`src/rtl/spi_master_ctrl_if.sv`:
```
// Host command/response handshake plus the SPI pins of spi_master_ctrl.
// The controller uses modport master; the host or bench side uses modport slave.
interface spi_master_ctrl_if;
    logic       cmd_valid;
    logic       cmd_ready;
    logic [1:0] cmd_op;
    logic [7:0] cmd_payload;
    logic       rsp_valid;
    logic [7:0] rsp_data;
    logic       busy;
    logic       SS_n;
    logic       MOSI;
    logic       MISO;

    modport master (
        input  cmd_valid, cmd_op, cmd_payload, MISO,
        output cmd_ready, rsp_valid, rsp_data, busy, SS_n, MOSI
    );

    modport slave (
        output cmd_valid, cmd_op, cmd_payload, MISO,
        input  cmd_ready, rsp_valid, rsp_data, busy, SS_n, MOSI
    );
endinterface

```
`src/rtl/spi_master_ctrl.sv`:
```
// SPI master: turns host RAM commands into 10-bit slave frames and returns read bytes.
// Optional macro SPI_MASTER_AUTO_RD_EN: every rd-addr frame is followed by an automatic rd-data frame.
module spi_master_ctrl #(
    parameter int unsigned TURN_CYC = 2,
    parameter int unsigned GAP_CYC  = 1
) (
    input  logic              clk,
    input  logic              rst,
    spi_master_ctrl_if.master bus
);
    typedef enum logic [2:0] {
        IDLE,
        SELECT,
        SHIFT,
        TURN,
        RECV,
        GAP
    } state_t;

    localparam logic [3:0] TURN_LOAD  = 4'(TURN_CYC - 1);
    localparam logic [3:0] GAP_LOAD   = 4'(GAP_CYC - 1);
    localparam logic [1:0] OP_RD_ADDR = 2'b10;
    localparam logic [1:0] OP_RD_DATA = 2'b11;

    state_t     state;
    state_t     state_next;
    logic [3:0] cnt;
    logic [3:0] cnt_next;
    logic [9:0] word;
    logic [6:0] rx;
    logic       armed;
    logic       accept;
    logic       ss_n;
    logic       mosi;
`ifdef SPI_MASTER_AUTO_RD_EN
    logic       auto_pending;
`endif

    // armed keeps cmd_ready low for the reset cycle itself.
    assign bus.cmd_ready = armed && (state == IDLE);
    assign accept        = bus.cmd_valid && bus.cmd_ready;
    assign bus.busy      = (state != IDLE);
    assign bus.SS_n      = ss_n;
    assign bus.MOSI      = mosi;

    always_ff @(posedge clk) begin
        if (rst) begin
            state <= IDLE;
            cnt   <= 4'd0;
        end else begin
            state <= state_next;
            cnt   <= cnt_next;
        end
    end

    always_comb begin
        state_next = state;
        cnt_next   = cnt;
        ss_n       = 1'b1;
        mosi       = 1'b0;
        case (state)
            IDLE: begin
                if (accept) begin
                    state_next = SELECT;
                end
            end
            SELECT: begin
                ss_n       = 1'b0;
                mosi       = word[9];
                state_next = SHIFT;
                cnt_next   = 4'd9;
            end
            SHIFT: begin
                ss_n = 1'b0;
                mosi = word[cnt];
                if (cnt != 4'd0) begin
                    cnt_next = cnt - 4'd1;
                end else if (word[9:8] == OP_RD_DATA) begin
                    state_next = TURN;
                    cnt_next   = TURN_LOAD;
                end else begin
                    state_next = GAP;
                    cnt_next   = GAP_LOAD;
                end
            end
            TURN: begin
                ss_n = 1'b0;
                if (cnt != 4'd0) begin
                    cnt_next = cnt - 4'd1;
                end else begin
                    state_next = RECV;
                    cnt_next   = 4'd7;
                end
            end
            RECV: begin
                ss_n = 1'b0;
                if (cnt != 4'd0) begin
                    cnt_next = cnt - 4'd1;
                end else begin
                    state_next = GAP;
                    cnt_next   = GAP_LOAD;
                end
            end
            GAP: begin
                if (cnt != 4'd0) begin
                    cnt_next = cnt - 4'd1;
                end else begin
`ifdef SPI_MASTER_AUTO_RD_EN
                    state_next = auto_pending ? SELECT : IDLE;
`else
                    state_next = IDLE;
`endif
                end
            end
            default: begin
                state_next = IDLE;
                cnt_next   = 4'd0;
            end
        endcase
    end

    // The final RECV edge completes the byte and raises rsp_valid for the first GAP cycle.
    always_ff @(posedge clk) begin
        if (rst) begin
            word          <= 10'd0;
            rx            <= 7'd0;
            armed         <= 1'b0;
            bus.rsp_valid <= 1'b0;
            bus.rsp_data  <= 8'd0;
`ifdef SPI_MASTER_AUTO_RD_EN
            auto_pending  <= 1'b0;
`endif
        end else begin
            armed         <= 1'b1;
            bus.rsp_valid <= 1'b0;
            if (accept) begin
                word <= {bus.cmd_op, bus.cmd_payload};
`ifdef SPI_MASTER_AUTO_RD_EN
                auto_pending <= (bus.cmd_op == OP_RD_ADDR);
`endif
            end
            if (state == RECV) begin
                rx <= {rx[5:0], bus.MISO};
                if (cnt == 4'd0) begin
                    bus.rsp_data  <= {rx, bus.MISO};
                    bus.rsp_valid <= 1'b1;
                end
            end
`ifdef SPI_MASTER_AUTO_RD_EN
            if ((state == GAP) && (cnt == 4'd0) && auto_pending) begin
                word         <= {OP_RD_DATA, 8'h00};
                auto_pending <= 1'b0;
            end
`endif
        end
    end
endmodule
```
`src/flat_wrapper.sv`:
```
// flat-port wrapper written by rule: the top's interface ports become plain ports
module spi_master_ctrl_flat 
#(
    parameter int unsigned TURN_CYC = 2,
    parameter int unsigned GAP_CYC  = 1
)
  (clk, rst, bus_cmd_valid, bus_cmd_op, bus_cmd_payload, bus_MISO, bus_cmd_ready, bus_rsp_valid, bus_rsp_data, bus_busy, bus_SS_n, bus_MOSI);
  spi_master_ctrl_if bus_i ();
  input  logic clk;
  input  logic rst;
  input wire logic [$bits(bus_i.cmd_valid)-1:0] bus_cmd_valid;
  input wire logic [$bits(bus_i.cmd_op)-1:0] bus_cmd_op;
  input wire logic [$bits(bus_i.cmd_payload)-1:0] bus_cmd_payload;
  input wire logic [$bits(bus_i.MISO)-1:0] bus_MISO;
  output wire logic [$bits(bus_i.cmd_ready)-1:0] bus_cmd_ready;
  output wire logic [$bits(bus_i.rsp_valid)-1:0] bus_rsp_valid;
  output wire logic [$bits(bus_i.rsp_data)-1:0] bus_rsp_data;
  output wire logic [$bits(bus_i.busy)-1:0] bus_busy;
  output wire logic [$bits(bus_i.SS_n)-1:0] bus_SS_n;
  output wire logic [$bits(bus_i.MOSI)-1:0] bus_MOSI;
  assign bus_i.cmd_valid = bus_cmd_valid;
  assign bus_i.cmd_op = bus_cmd_op;
  assign bus_i.cmd_payload = bus_cmd_payload;
  assign bus_i.MISO = bus_MISO;
  assign bus_cmd_ready = bus_i.cmd_ready;
  assign bus_rsp_valid = bus_i.rsp_valid;
  assign bus_rsp_data = bus_i.rsp_data;
  assign bus_busy = bus_i.busy;
  assign bus_SS_n = bus_i.SS_n;
  assign bus_MOSI = bus_i.MOSI;
  spi_master_ctrl #(.TURN_CYC(TURN_CYC), .GAP_CYC(GAP_CYC)) u_core (.clk(clk), .rst(rst), .bus(bus_i));
endmodule
```
`config.mk`:
```
export PLATFORM = sky130hd
export DESIGN_NAME = spi_master_ctrl_flat
export DESIGN_NICKNAME = d
export VERILOG_FILES = /design/src/rtl/spi_master_ctrl_if.sv /design/src/rtl/spi_master_ctrl.sv /design/src/flat_wrapper.sv
export SDC_FILE = /design/constraint.sdc
export NUM_CORES = 1
export LEC_CHECK = 0
export ABC_AREA = 1
export BUFFER_PORTS_ARGS = -buffer_cell sky130_fd_sc_hd__buf_2
export CORE_MARGIN = 2
export CORE_UTILIZATION = 50
export DETAILED_ROUTE_END_ITERATION = 8
export PLACE_DENSITY = 0.72
export SLEW_MARGIN = 15
export SYNTH_ARGS = -nofsm -noshare
export SYNTH_HDL_FRONTEND = slang
export SYNTH_SLANG_ARGS = --single-unit
```
`constraint.sdc`:
```
create_clock -name clk -period 1.9 [get_ports clk]
set_input_delay 0.285 -clock clk [delete_from_list [all_inputs] [get_ports clk]]
set_output_delay 0.285 -clock clk [all_outputs]
set_load 0.03 [all_outputs]
```
Word level (Yosys, flattened, before mapping)
Cells that the tools add are included.
Operators by class
  eq/ne operators: 12
  $lt $le $gt $ge: 1
  muxes and demuxes: 19
  add/sub/neg operators: 1
  bitwise gates (word level): 2
  reduce and logical (&&, ||, !) cells: 11
Operators with widths (count)
  case mux 4 bit (6 select lines): 1
  two-way mux 3 bit: 6
  case mux 3 bit (6 select lines): 1
  two-way mux 4 bit: 4
  != test 2 bit (second input constant): 4
  equality test 3 x 2 -> 1 bit (second input constant): 2
  equality test 3 bit (second input constant): 2
  < comparator 4 x 5 -> 1 bit (second input constant): 1
  two-way mux 1 bit: 5
  AND reduction 5 bit: 1
  binary-select mux 1 bit (select 4 bit): 1
  zero test 4 bit: 1
  != test 2 x 1 -> 1 bit (second input constant): 2
  AND reduction 2 bit: 2
  nonzero test 4 bit: 1
  OR reduction 4 bit: 1
  subtractor 4 x 1 -> 4 bit (second input constant): 1
  equality test 3 x 1 -> 1 bit (second input constant): 1
  zero test 3 bit: 1
  nonzero test 3 bit: 1
  equality test 2 bit (second input constant): 1
  logical AND 1 bit: 2
  NOT 1 bit: 2
  case mux 1 bit (2 select lines): 1
  OR reduction 2 bit: 1
Storage, ports and cells
  output and inout bits: 13
  bits of input ports: 14
  word-level logic and storage cells: 53
  flip-flop bits (word level): 34

Logic depth before layout (Yosys ltp)
Gate-level depths: netlist of run 1.
  depth after elaboration: 5
  gate-level depth with buffers: 10
  gate-level depth less buffers: 9

Worst setup path before layout of run 1
OpenSTA, ideal clock, no wires.
  path type: flip-flop to flip-flop
  start: reg u_core.cnt[0]
  end: reg u_core.cnt[3]
  stages on the path, launching flop included: 11
  data required time: 1.782 ns
  library setup time: 0.118 ns
  period minus slack after synthesis: 1.473 ns
  data arrival time: 1.355 ns
  path buffers: 1
  slack: 0.427 ns
  cells stage by stage: dfxtp_1 buf_2 inv_1 ha_1 nand2_2 o21ai_2 inv_2 nand2_1 nand2_1 nand2_1 nor2_1
On the way
  cells in the longest elaborated chain, start to end: 3
  elaborated cells between the ends (all ways): 9
  those cells by class: add/sub (1); eq/ne (1); mux (5); reduce/logical (2)
RTL lines
  start: declaration: line spi_master_ctrl.sv:27  | logic [3:0] cnt;
  start signal: assignment: line spi_master_ctrl.sv:52  | cnt <= cnt_next;
  subtractor 4 x 1 -> 4 bit or nonzero test 4 bit (tied branches)
  two-way mux 4 bit, or another cell as far along: line spi_master_ctrl.sv:105  | if (cnt != 4'd0) begin
  case mux 4 bit (6 select lines) or AND reduction 2 bit (tied branches)
Several ways; a longest one is shown, not always the timed one. The select of a mux whose other input is x is not followed.
A chain may end at the register's enable or synchronous reset.

Worst setup path in the final report of run 1
  start: reg u_core.state[0]
  end: out bus_MOSI
On the way
  cells in the longest elaborated chain, start to end: 2
  elaborated cells between the ends (all ways): 3
  those cells by class: eq/ne (2); mux (1)
RTL lines
  start: declaration: line spi_master_ctrl.sv:25  | state_t state;
  start signal: assignment: line spi_master_ctrl.sv:51  | state <= state_next;
  equality test 3 x 2 -> 1 bit or equality test 3 x 1 -> 1 bit (tied branches): line spi_master_ctrl.sv:61  | case (state)
  case mux 1 bit (2 select lines) (*): line spi_master_ctrl.sv:61
  end: declaration: line flat_wrapper.sv:20  | output wire logic [$bits(bus_i.MOSI)-1:0] bus_MOSI;
Every way passes the cells marked *; elsewhere a longest branch is shown, timed or not.

==> impl_metrics.tcl, run 1 <==
set metrics [dict create \
    skew_ps 6.23 \
    postSynthAreaPerCell_um2 7.56 \
    routed_via_density 4.97 \
    clk_pin_slew_worst_paths_ps 100 \
    power.density_nw_per_um2 1310 \
    die_x_um 61.4 \
    clk_latency_ps 330 \
    yosysWarnings 0 \
    initial_core_util_pct 53.1 \
    peakVddDrop_mv 0.665 \
    ys_top_cells_by_count "nand2_1 (37), dfxtp_1 (34), nor2_1 (27), nand3_1 (24), o21ai_0 (15)" \
    cts_buffer_depth 2 \
    outcome "finished, final reports clean" \
    fmax_ghz 0.570 \
    grtUsageTotal_pct 19.2 \
    synth_area_leaders "dfxtp_1 (41%), nand2_1 (8.4%), nand3_1 (7.3%)" \
    grt_max_degree 24 \
    die-area_um2 3770 \
    worstMarginPinSlew_ps 583 \
    worstPathArrival_ps 1470 \
    routabilityCongestion 0.886 \
    required_ps 1620 \
    cp_slowest_cell "dfxtp_2" \
    hold_buffers 0 \
    grt-ovfl-total 0 \
    dp_hpwl_um 2300 \
    p_leak_nw 0.815 \
    crit_type "flop to primary output" \
    drt_iter0_drc 69 \
    cpMostUsedCell "nand2_1" \
    drv_cap 0 \
    ctsHtreeMaxLevel 2 \
    portBuffers 26 \
    min_path_type "input pin to flop" \
    io_pins 27 \
    diodes 0 \
    area.growth.synth_to_final_pct 14.0 \
    cp_max_fo 6 \
    ys_types 24 \
    ys_ff_latch 34 \
    cts_tree "done" \
    rsz0062_at_grt "false" \
    drc 0 \
    grt_antenna_before_repair 0 \
    path_delay_family "flip-flops" \
    synthesis.area_um2 1650 \
    synth_ff_type "dfxtp_1" \
    first_global_vias 1170 \
    async_reset_ff_share_pct 0 \
    min_period_ps 1750 \
    final_antenna_net_count 0 \
    cts_buffers 5 \
    placed_cells 283 \
    final_nets 261 \
    firstDrtPassIters 4 \
    setup.worst_path.start_class "flop" \
    synth_top_cell_by_area "dfxtp_1" \
    cts_sinks 34 \
    routed-via-count 1445 \
    synthCells 218 \
    synth_most_common_cell "nand2_1" \
    core_area_um2 3100 \
    wl_per_cell_um 10.9 \
    synth-edff-count 0 \
    finalHoldViolCount 0 \
    synth_seq_area_share_pct 41.3 \
    layout-drive-gt1-share_pct 32.8 \
    fill_cells 311 \
    slew_headroom_pct 61.1 \
    crit_path_end_kind "primary output" \
    maxSlewViolCount 0 \
    wl_um 3160 \
    root_buffer "clkbuf_4" \
    grt_pass1_wl_um 5240 \
    die_height_um 61.4 \
    synth_nets 233 \
    finalSetupViolCount 0 \
    finalCritPeriodShare_pct 92.3 \
    post_cts_buffers 0 \
    layoutNonFillerInstCount 291 \
    cp_cell_sequence "inv_2, nor2_2, nand2_1, inv_1, nand2_1, nand2_1, buf_2" \
    cpPeakStageDelay_ps 420 \
    final_util_pct 60.6 \
    num_rows 20 \
    synth_top_area_share_pct 41.3 \
    crit_buf_inv 3 \
    tns_ps 0 \
]
==> cells by family (layout without fill, tap and decap cells) <==
logic type                 Yosys count  count (layout)  share of synthesized area (%)
DFF                                 34              34                           41.3
buffers and inverters               27              56                           7.28
adders and majority gates            1               1                          0.759
and+or+nand+nor                    112             112                           33.7
AOI/OAI and AO/OA                   44              44                           17.0
==> cell usage in the layout, fill, tap and decap left out <==
| cell | n |
|---|---|
| dfxtp_2 | 4 |
| clkbuf_1 | 2 |
| nor2_2 | 2 |
| buf_4 | 1 |
| nand2_1 | 37 |
| nor2_4 | 2 |
| nand2_2 | 12 |
| a21oi_1 | 8 |
| clkbuf_4 | 5 |
| nor3_1 | 1 |
| buf_2 | 26 |
| nand3_1 | 24 |
| o21ai_2 | 1 |
| a21oi_2 | 13 |
| bufinv_16 | 1 |
| o21ai_1 | 4 |
| o211ai_1 | 3 |
| nor2_1 | 27 |
| nor2_8 | 1 |
| nand3_2 | 2 |
| dfxtp_1 | 30 |
| inv_1 | 13 |
| inv_2 | 8 |
| nand2_4 | 3 |
| ha_1 | 1 |
| o21ai_0 | 15 |
| nand4_1 | 1 |
==> final timing paths <==
kind,startpoint,endpoint,slack [ps],cells after the start
worst min register to register,u_core.bus.rsp_data[4]$_SDFFE_PP0P_,u_core.bus.rsp_data[4]$_SDFFE_PP0P_,470,2
worst min-delay path,bus_MISO,u_core.bus.rsp_data[0]$_SDFFE_PP0P_,200,3
worst max register to register,u_core.cnt[0]$_SDFFE_PP0P_,u_core.cnt[3]$_SDFFE_PP0P_,400,9
worst max-delay path,u_core.state[0]$_SDFFE_PP0P_,bus_MOSI,150,7
==> what timing repair did <==
item / CTS / global route
endpoints found under the hold margin: 0 / 0
gates resized for setup: 0 / 5
endpoints found under the setup margin: 0 / 2
==> routing by layer <==
layer	vias up	track usage, %	routed length [um]
met5	-	0	0
met3	7	6.51	204
met1	612	27.8	1570
li1	767	-	-
met2	59	25.1	1310
met4	0	9.73	72
==> power by group <==
group | total (mW) | leakage [nW] | switching, mW | internal (mW)
Clock | 0.515 | 0.0395 | 0.236 | 0.279
Sequential | 0.920 | 0.278 | 0.105 | 0.814
Combinational | 1.03 | 0.497 | 0.703 | 0.327
==> layout make-up <==
type / count / area, um2 / share of cell area, %
clock buffer: 7 / 45.0 / 2.40
clock inverter: 1 / 30.0 / 1.60
inverter: 21 / 78.8 / 4.19
multi-input combinational: 157 / 848 / 45.1
sequential: 34 / 686 / 36.5
tap: 44 / 55.1 / 2.93
timing repair buffer: 27 / 138 / 7.32
==> metrics by stage <==
| stage | instance area [um2] | hold WS [ps] | worst slack (ps) | power, mW |
|---|---|---|---|---|
| final | 1880 | 201 | 147 | 2.46 |
| after global routing | 1880 | 200 | 12.8 | 2.65 |
| after CTS | 1880 | 193 | 16.0 | 2.47 |
| after detailed placement | 1800 | 458 | 327 | 1.95 |
| after global placement | 1800 | 457 | 367 | 1.95 |
| after floorplan | 1650 | 347 | 427 | 1.77 |
==> worst reg2reg max path, stage by stage, from the launching register on <==
cell and delay (ps):
dfxtp_2 370, inv_2 110, ha_1 230, nand2_2 150, o21ai_2 230, inv_2 90
nand2_1 70, nand2_1 50, nand2_1 50, nor2_1 40
==> state kept, by name (all words and copies together), names as in the netlist <==
signal                flops
u_core.word              10
u_core.bus.rsp_data       8
u_core.rx                 7
u_core.cnt                4
u_core.state              3
u_core.armed              1
u_core.bus.rsp_valid      1
No activity file was read; power rests on OpenSTA's default activity.
==> run 2: changes to the inputs <==
--- a/config.mk
+++ b/config.mk
@@ -7,10 +7,14 @@
 export LEC_CHECK = 0
 export ABC_AREA = 1
 export BUFFER_PORTS_ARGS = -buffer_cell sky130_fd_sc_hd__buf_2
+export CELL_PAD_IN_SITES_DETAIL_PLACEMENT = 1
+export CELL_PAD_IN_SITES_GLOBAL_PLACEMENT = 1
 export CORE_MARGIN = 2
-export CORE_UTILIZATION = 50
+export CORE_UTILIZATION = 42
+export CTS_BUF_LIST = sky130_fd_sc_hd__clkbuf_4
 export DETAILED_ROUTE_END_ITERATION = 8
-export PLACE_DENSITY = 0.72
+export GPL_TIMING_DRIVEN = 0
+export PLACE_DENSITY_LB_ADDON = 0.1
 export SLEW_MARGIN = 15
 export SYNTH_ARGS = -nofsm -noshare
 export SYNTH_HDL_FRONTEND = slang
==> impl_metrics.tcl, run 2 (same netlist as run 1, synthesis figures left out) <==
set metrics [dict create \
    final_nets 265 \
    hold_buffers 0 \
    switching_share_pct 42.7 \
    min_path_type "input pin to flop" \
    grt-ovfl-total 0 \
    initial_core_util_pct 44.4 \
    grt_antenna_before_repair 0 \
    die_height_um 66.7 \
    setup_ws_ps 161 \
    peakVddDrop_mv 0.514 \
    wl_um 4120 \
    grt_max_degree 11 \
    placed_cells 291 \
    finalHoldViolCount 0 \
    die-area_um2 4440 \
    pwr-share-clk_pct 21.1 \
    core_area_um2 3720 \
    top_regs "u_core.word (10), u_core.bus.rsp_data (8), u_core.rx (7)" \
    power.switching_mw 1.11 \
    top_layer "met4" \
    p_leak_nw 0.837 \
    wl_met3_um 152 \
    diodes 0 \
    root_buffer "clkbuf_4" \
    cp_max_fo 8 \
    clk_pin_slew_worst_paths_ps 100 \
    skew_ps 6.41 \
    routed_via_density 5.01 \
    die_x_um 66.7 \
    portBuffers 25 \
    crit_type "flop to primary output" \
    maxSlewViolCount 0 \
    dp_hpwl_um 3110 \
    layout_common_cells "nand2_1 (37), dfxtp_1 (32), nor2_1 (27)" \
    wl_per_cell_um 13.8 \
    route.met2.wl_um 2000 \
    worstMarginPinSlew_ps 713 \
    seqPwrFrac_pct 35.3 \
    combPwrFrac_pct 43.6 \
    min_period_ps 1740 \
    routed-via-count 1499 \
    final_antenna_net_count 0 \
    finalInstanceArea_um2 1930 \
    fmax_ghz 0.575 \
    grt_pass1_wl_um 6960 \
    whs_ps 150 \
    io_pins 27 \
    top_register "u_core.word" \
    setup.worst_path.start_class "flop" \
    cts_tree "done" \
    required_ps 1620 \
    cts_buffers 5 \
    cts_buffer_depth 2 \
    largest_reg_flops 10 \
    firstDrtPassIters 4 \
    grtUsageTotal_pct 21.2 \
    finalSetupViolCount 0 \
    mostFrequentLayoutCell "nand2_1" \
    worstPathArrival_ps 1450 \
    routabilityCongestion 0.758 \
    wl_met1_um 1940 \
    postPlaceCellArea_um2 1830 \
    area.growth.synth_to_final_pct 17.2 \
    rsz0062_at_grt "false" \
    first_global_vias 1499 \
    cts_sinks 34 \
    slew_headroom_pct 52.5 \
    layoutNonFillerInstCount 299 \
    layout-drive-gt1-share_pct 32.7 \
    drc 0 \
    ctsHtreeMaxLevel 2 \
    outcome "finished, final reports clean" \
    finalCritPeriodShare_pct 91.5 \
    drt_iter0_drc 46 \
    dp_slack_ps 124 \
    num_rows 22 \
    p_int_mw 1.48 \
    crit_path_end_kind "primary output" \
    clk_latency_ps 340 \
    tns_ps 0 \
    drv_cap 0 \
    power.density_nw_per_um2 1340 \
]
[run 2: worst max-delay path: stages, from the launching register on]
cell and delay (ps):
dfxtp_1 340, buf_6 130, inv_4 60, a21oi_1 120, o211ai_1 100, nand3_1 110
nand2_1 50, nand2_1 50, buf_4 150
[run 2: layout make-up]
type	count	area, um2
Buffer	6	47.5
Clock buffer	7	52.6
Clock inverter	1	30.0
Fill cell	513	1780
Inverter	21	81.3
Multi-Input combinational cell	157	848
Sequential cell	34	686
Tap cell	48	60.1
Timing Repair Buffer	25	128
[run 2: layer usage]
metal / vias to the layer above / GRT usage [%]
met3: 4 / 6.59
met4: 0 / 6.38
li1: 773 / -
met5: - / 0
met2: 20 / 35.6
met1: 702 / 25.8
[run 2: repair_timing]
| action | in CTS | in global routing |
|---|---|---|
| resized for setup | 1 | 9 |
| buffers inserted | 0 | 0 |
| setup endpoints to repair | 1 | 2 |
| pin swaps | 0 | 0 |
| gates cloned | 0 | 0 |
[run 2: stage by stage]
stage / util, % / total power [mW]
2_1_floorplan: - / 1.77
3_3_place_gp: 49.4 / 2.01
3_5_place_dp: 49.4 / 2.03
4_1_cts: 51.6 / 2.60
5_1_grt: 52.0 / 2.80
6_report: 52.0 / 2.59
[run 2: power by group through the flow]
stage	logic, mW	registers, mW	clock network, mW
3_5_place_dp	1.11	0.922	0
6_report	1.13	0.915	0.547
4_1_cts	1.12	0.906	0.567
5_1_grt	1.27	0.928	0.606
3_3_place_gp	1.09	0.918	0
2_1_floorplan	0.860	0.912	0
[run 2: path summary, 6_finish.rpt]
path	slack, ps	to	from	cells past startpoint
worst min register to register	470	u_core.word[3]$_SDFFE_PP0P_	u_core.word[3]$_SDFFE_PP0P_	2
worst min-delay path	150	u_core.state[1]$_SDFFE_PP0P_	rst	2
worst max register to register	240	u_core.cnt[3]$_SDFFE_PP0P_	u_core.cnt[0]$_SDFFE_PP0P_	10
worst max-delay path	160	bus_MOSI	u_core.cnt[0]$_SDFFE_PP0P_	8
